<file path="src/rtl/i2s_pkg.sv">
// Shared types and constants for the I2S frame buffer.
package i2s_pkg;

  localparam int SAMPLE_W_DEF = 16;

  typedef enum logic {
    WAIT_L,
    WAIT_R
  } pair_state_t;

  typedef struct packed {
    logic [SAMPLE_W_DEF-1:0] left;
    logic [SAMPLE_W_DEF-1:0] right;
  } stereo_frame_t;

  localparam logic CH_LEFT  = 1'b0;
  localparam logic CH_RIGHT = 1'b1;

endpackage

</file>
<file path="src/rtl/i2s_frame_fifo.sv">
// First-word-fall-through synchronous FIFO; pointers carry one extra wrap bit
// so full/empty/count need no separate occupancy register.
module i2s_frame_fifo #(
  parameter int WIDTH = 32,
  parameter int DEPTH = 8,
  parameter int CNT_W = $clog2(DEPTH) + 1
) (
  input  logic             clk,
  input  logic             n_rst,
  input  logic             push,
  input  logic             pop,
  input  logic [WIDTH-1:0] din,
  output logic [WIDTH-1:0] dout,
  output logic             full,
  output logic             empty,
  output logic [CNT_W-1:0] count
);

  localparam int AW = $clog2(DEPTH);

  logic [WIDTH-1:0] mem [DEPTH];
  logic [CNT_W-1:0] wr_ptr;
  logic [CNT_W-1:0] rd_ptr;
  logic             do_push;
  logic             do_pop;

  assign empty = (wr_ptr == rd_ptr);
  assign full  = (wr_ptr[AW-1:0] == rd_ptr[AW-1:0]) && (wr_ptr[AW] != rd_ptr[AW]);
  assign count = wr_ptr - rd_ptr;

  assign do_pop  = pop && !empty;
  // When full, a simultaneous pop frees the slot the write lands in.
  assign do_push = push && (!full || do_pop);

  always_ff @(posedge clk or negedge n_rst) begin
    if (!n_rst) begin
      wr_ptr <= '0;
      rd_ptr <= '0;
    end else begin
      if (do_push) wr_ptr <= wr_ptr + 1'b1;
      if (do_pop)  rd_ptr <= rd_ptr + 1'b1;
    end
  end

  always_ff @(posedge clk) begin
    if (do_push) mem[wr_ptr[AW-1:0]] <= din;
  end

  assign dout = mem[rd_ptr[AW-1:0]];

endmodule

</file>
<file path="src/rtl/i2s_frame_buffer.sv">
// Pairs channel-tagged I2S samples into stereo frames and buffers them.
// Optional I2S_MONO_MIX_EN adds mono_out = (left + right) >>> 1 of the head frame.
module i2s_frame_buffer
  import i2s_pkg::*;
#(
  parameter int SAMPLE_W = 16,
  parameter int DEPTH    = 8,
  parameter int CNT_W    = $clog2(DEPTH) + 1
) (
  input  logic                clk,
  input  logic                n_rst,
  input  logic [SAMPLE_W-1:0] sample_in,
  input  logic                sample_valid,
  input  logic                sample_ws,
  input  logic                frame_ready,
  input  logic                clear_ovf,
  output logic [SAMPLE_W-1:0] frame_left,
  output logic [SAMPLE_W-1:0] frame_right,
  output logic                frame_valid,
  output logic [CNT_W-1:0]    frame_count,
  output logic                overflow,
`ifdef I2S_MONO_MIX_EN
  output logic [SAMPLE_W-1:0] mono_out,
`endif
  output logic                sync_err
);

  pair_state_t             state;
  pair_state_t             next_state;
  logic [SAMPLE_W-1:0]     hold_left;
  logic                    load_left;
  logic                    push_req;
  logic                    order_err;
  logic                    fifo_full;
  logic                    fifo_empty;
  logic [2*SAMPLE_W-1:0]   head;
  logic                    drop;

  always_ff @(posedge clk or negedge n_rst) begin
    if (!n_rst) state <= WAIT_L;
    else        state <= next_state;
  end

  always_comb begin
    next_state = state;
    load_left  = 1'b0;
    push_req   = 1'b0;
    order_err  = 1'b0;
    if (sample_valid) begin
      unique case (state)
        WAIT_L: begin
          if (sample_ws == CH_LEFT) begin
            load_left  = 1'b1;
            next_state = WAIT_R;
          end else begin
            order_err = 1'b1;
          end
        end
        WAIT_R: begin
          if (sample_ws == CH_RIGHT) begin
            push_req   = 1'b1;
            next_state = WAIT_L;
          end else begin
            load_left = 1'b1;
            order_err = 1'b1;
          end
        end
        default: next_state = WAIT_L;
      endcase
    end
  end

  // A full FIFO is never empty, so frame_ready alone decides whether a pop frees room.
  assign drop = push_req && fifo_full && !frame_ready;

  always_ff @(posedge clk or negedge n_rst) begin
    if (!n_rst) begin
      hold_left <= '0;
      sync_err  <= 1'b0;
      overflow  <= 1'b0;
    end else begin
      if (load_left) hold_left <= sample_in;
      sync_err <= order_err;
      if (drop)           overflow <= 1'b1;
      else if (clear_ovf) overflow <= 1'b0;
    end
  end

  i2s_frame_fifo #(
    .WIDTH (2*SAMPLE_W),
    .DEPTH (DEPTH),
    .CNT_W (CNT_W)
  ) u_fifo (
    .clk   (clk),
    .n_rst (n_rst),
    .push  (push_req),
    .pop   (frame_ready),
    .din   ({hold_left, sample_in}),
    .dout  (head),
    .full  (fifo_full),
    .empty (fifo_empty),
    .count (frame_count)
  );

  // Gating keeps the outputs at zero out of reset, before storage holds valid data.
  assign frame_valid = !fifo_empty;
  assign frame_left  = fifo_empty ? '0 : head[2*SAMPLE_W-1:SAMPLE_W];
  assign frame_right = fifo_empty ? '0 : head[SAMPLE_W-1:0];

`ifdef I2S_MONO_MIX_EN
  logic signed [SAMPLE_W:0] mono_sum;
  assign mono_sum = $signed({frame_left[SAMPLE_W-1], frame_left})
                  + $signed({frame_right[SAMPLE_W-1], frame_right});
  assign mono_out = mono_sum[SAMPLE_W:1];
`endif

endmodule

</file>
<file path="config.mk">
export PLATFORM = sky130hd
export DESIGN_NAME = i2s_frame_buffer
export DESIGN_NICKNAME = d
export VERILOG_FILES = /design/src/rtl/i2s_pkg.sv /design/src/rtl/i2s_frame_fifo.sv /design/src/rtl/i2s_frame_buffer.sv
export SDC_FILE = /design/constraint.sdc
export NUM_CORES = 1
export LEC_CHECK = 0
export ABC_AREA = 1
export CORE_ASPECT_RATIO = 0.75
export CORE_MARGIN = 2
export CORE_UTILIZATION = 50
export CTS_BUF_LIST = sky130_fd_sc_hd__clkbuf_16
export DETAILED_ROUTE_END_ITERATION = 12
export PLACE_DENSITY = 0.75
export SLEW_MARGIN = 20
export SYNTH_ARGS = -nofsm -noshare
export SYNTH_HDL_FRONTEND = slang
export SYNTH_SLANG_ARGS = --single-unit
</file>
<file path="constraint.sdc">
create_clock -name clk -period 3.9 [get_ports clk]
set_input_delay 0.585 -clock clk [delete_from_list [all_inputs] [get_ports clk]]
set_output_delay 0.585 -clock clk [all_outputs]
set_load 0.05 [all_outputs]
</file>
==> metrics.md <==
| Metric | Value |
|---|---|
| Reg power frac | 0.288 |
| Final period utilization | 0.8982 |
| Maximum clock rate | 0.2855 GHz |
| Cts repair resizes | 0 |
| Worst path depth | 9 |
| Largest net degree at the start of global routing | 132 |
| Slowest cell on crit path | dfrtp_1 |
| Initial Utilization | 0.5063 |
| Final nets | 1331 |
| Clock transition at the registers of the reported paths | 0.06 ns |
| Relative slew slack | 0.4194 |
| GRT met2 Usage | 0.3395 |
| Final worst slack | 0.3971 ns |
| YS warnings | 0 |
| Final hold vios | 0 |
| CTS tree | built |
| Worst Clk Skew | 0.008906 ns |
| Global route overflow | 0 |
| Origin of the worst setup path | u_fifo.wr_ptr[0]$_DFFE_PN0P_ |
| Placed Area | 13850 sq um |
| Delay-heaviest family, CP | buffers and inverters |
| PwrDens | 860.2 nW/um^2 |
| Drt first pass iters | 5 |
| Clock Sinks | 283 |
| Yosys reg bits | 283 |
| WP buf/inv | 4 |
| Gate Count Post-Synth | 1248 |
| Worst r2r src | u_fifo.wr_ptr[0]$_DFFE_PN0P_ |
| Area leader, netlist | edfxtp_1 |
| HP Class | in2async |
| Synthesized Nets | 1277 |
| Switching power | 5.244 mW |
| M3 GR Usage | 0.03062 |
| Routed vias | 8369 |
| Initial antenna violation count | 0 |
| Post-CTS setup buffers | 0 |
| Detailed-route wire length | 27210 um |
| Max Cap Viol | 0 |
| Met1 global-route usage | 0.3005 |
| Crit path time final | 3.503 ns |
| CP arrival | 2.92 ns |
| Placer Congestion | 0.8116 |
| Busiest grt layer | met2 |
| Net Sw Frac | 0.4118 |
| Final instance area | 14800 sq um |
| Fin. max-slew vios | 0 |
| Clock Latency Late Sink | 0.53 ns |
| Max FO, Critical Path | 25 |
| Die Area | 26380 sq um |
| Die height | 141.2 um |
| Critical path class | reg2out |
| Leakage Power | 6.665 nW |
| Ports | 61 |
| Vias in the first global route | 8249 |
| Setup TNS Final | 0 ns |
| Vias per Instance | 5.035 |
| Site Rows | 50 |
| Top cells by area, synth | edfxtp_1 61%, nand2_1 11%, inv_1 8.1% |
| Seq/Total Area, Yosys | 0.6668 |
| Leading cell type in the layout, fill and taps excluded | nand2_1 |
| Clk pwr share | 0.214 |
| First-pass GRT wire length | 43700 um |
| Setup violators final | 0 |
| Residual DRC | 0 |
| Comb pwr share | 0.498 |
| Antenna Cells | 0 |
| Synth unique cells | 23 |
| Unrepaired setup endpoints after global routing | false |
| VDD IR max | 1.450 mV |
| Post-synth top area share | 0.6129 |
| Element type at the critical path end | primary output |
| Final HPWL DP | 16030 um |
| Clock buffer depth | 3 |
| Layout Area Growth over Synthesis | 18.03% |
| H-tree Lvls | 1 |
| Crit path top cell by count | nor2_1 |
| Startpoint types | flip-flop |
| Synth Cell Area | 12540 sq um |
| Worst r2r path cells | 7 |
| Die Wd | 186.9 um |
| Root Buffer | clkbuf_16 |
| Outcome | finished, final reports clean |
| Synthesized area per cell | 10.05 sq um |
| Core box area | 24770 sq um |
| Slowest stage delay, CP | 0.47 ns |
| Cts bufs inserted | 28 |
| IO buf count | 60 |
| Cts hold-fix bufs | 0 |
| Final Core Density | 0.5975 |
| Drt initial violations | 851 |
| Final ANT Viol Nets | 0 |
| Least-Margin Pin Slew | 0.8708 ns |
| Total GRT Usage | 0.2094 |
| Req. time, crit path | 3.31 ns |
| Int Pwr | 7.490 mW |
| Worst path cell trace | inv_1 -> ha_1 -> nand3_1 -> nor2_1 -> inv_2 -> buf_4 -> nand2_1 -> nor2_1 -> buf_12 |
| Layout cell share with drive strength beyond 1 | 0.09970 |
| Tot Pwr | 12.73 mW |
| Most frequent cells in the layout | 354 x nand2_1, 272 x inv_1, 256 x edfxtp_1 |
| Setup WS pre-CTS | 1.003 ns |
| Mean routed wirelength per cell | 16.37 um |
==> layout make-up <==
type / count / area, sq um
multi-input combinational: 634 / 2883
tap: 338 / 422.9
timing repair buffer: 81 / 1149
inverter: 274 / 1030
fill: 1945 / 9971
clock inverter: 21 / 173.9
clock buffer: 31 / 775.7
sequential: 283 / 8369
==> sequential cells by signal, indices dropped and copies added (netlist names) <==
name / flops
u_fifo.mem: 256
overflow: 1
state: 1
u_fifo.wr_ptr: 4
hold_left: 16
u_fifo.rd_ptr: 4
sync_err: 1
==> power groups by stage <==
stage	Combinational [mW]	Sequential (mW)	Clock (mW)
global placement	6.29	3.72	0
detailed placement	6.34	3.73	0
CTS	6.38	3.66	2.76
finish	6.35	3.66	2.72
floorplan	3.83	3.64	0
global route	6.77	3.68	2.89
==> kinds of logic after synthesis <==
family                     count (synthesis)  synth area share
xor gates and xnor gates                   5          0.003491
and+or+nand+nor                          602            0.1979
DFF                                      283            0.6668
muxes                                     16           0.01437
AOI/OAI and AO/OA                          4          0.001696
buffers and inverters                    331            0.1081
adders and majority gates                  7          0.007582
==> cells in the mapped netlist <==
library cell and number:
buf_6 5, o21ai_0 2, ha_1 6, buf_1 5, nand3_1 169, nand2_1 354, edfxtp_1 256, o22ai_1 1
xnor2_1 1, nand3b_1 1, buf_4 10, mux2_2 16, inv_1 271, nor2_1 75, nand2_2 2, buf_2 31
fa_1 1, a21oi_1 1, clkbuf_1 6, dfrtp_1 27, xor2_1 4, nand4_1 1, inv_2 3
==> per-layer routing <==
layer	share of wire	routed length, um
met5	0	0
met4	0.017	476
met3	0.063	1707
met2	0.47	12730
met1	0.45	12300
==> through the flow <==
step / hold slack, ns / std cells
4_1_cts: 0.4323 / 1662
2_1_floorplan: 0.2894 / 1248
6_report: 0.4321 / 1662
3_5_place_dp: 0.4892 / 1610
5_1_grt: 0.4526 / 1662
3_3_place_gp: 0.4854 / 1610
==> worst paths after layout <==
path | to | slack [ns]
max | frame_right[13] | 0.40
min | overflow$_DFFE_PN0P_ | 0.43
max reg2reg | u_fifo.mem[7][21]$_DFFE_PP_ | 1.22
min reg2reg | u_fifo.rd_ptr[3]$_DFFE_PN0P_ | 0.51
max in group asynchronous | u_fifo.rd_ptr[0]$_DFFE_PN0P_ | 3.16
min in group clk | u_fifo.rd_ptr[3]$_DFFE_PN0P_ | 0.51
Power figures use the tool's default switching activity.
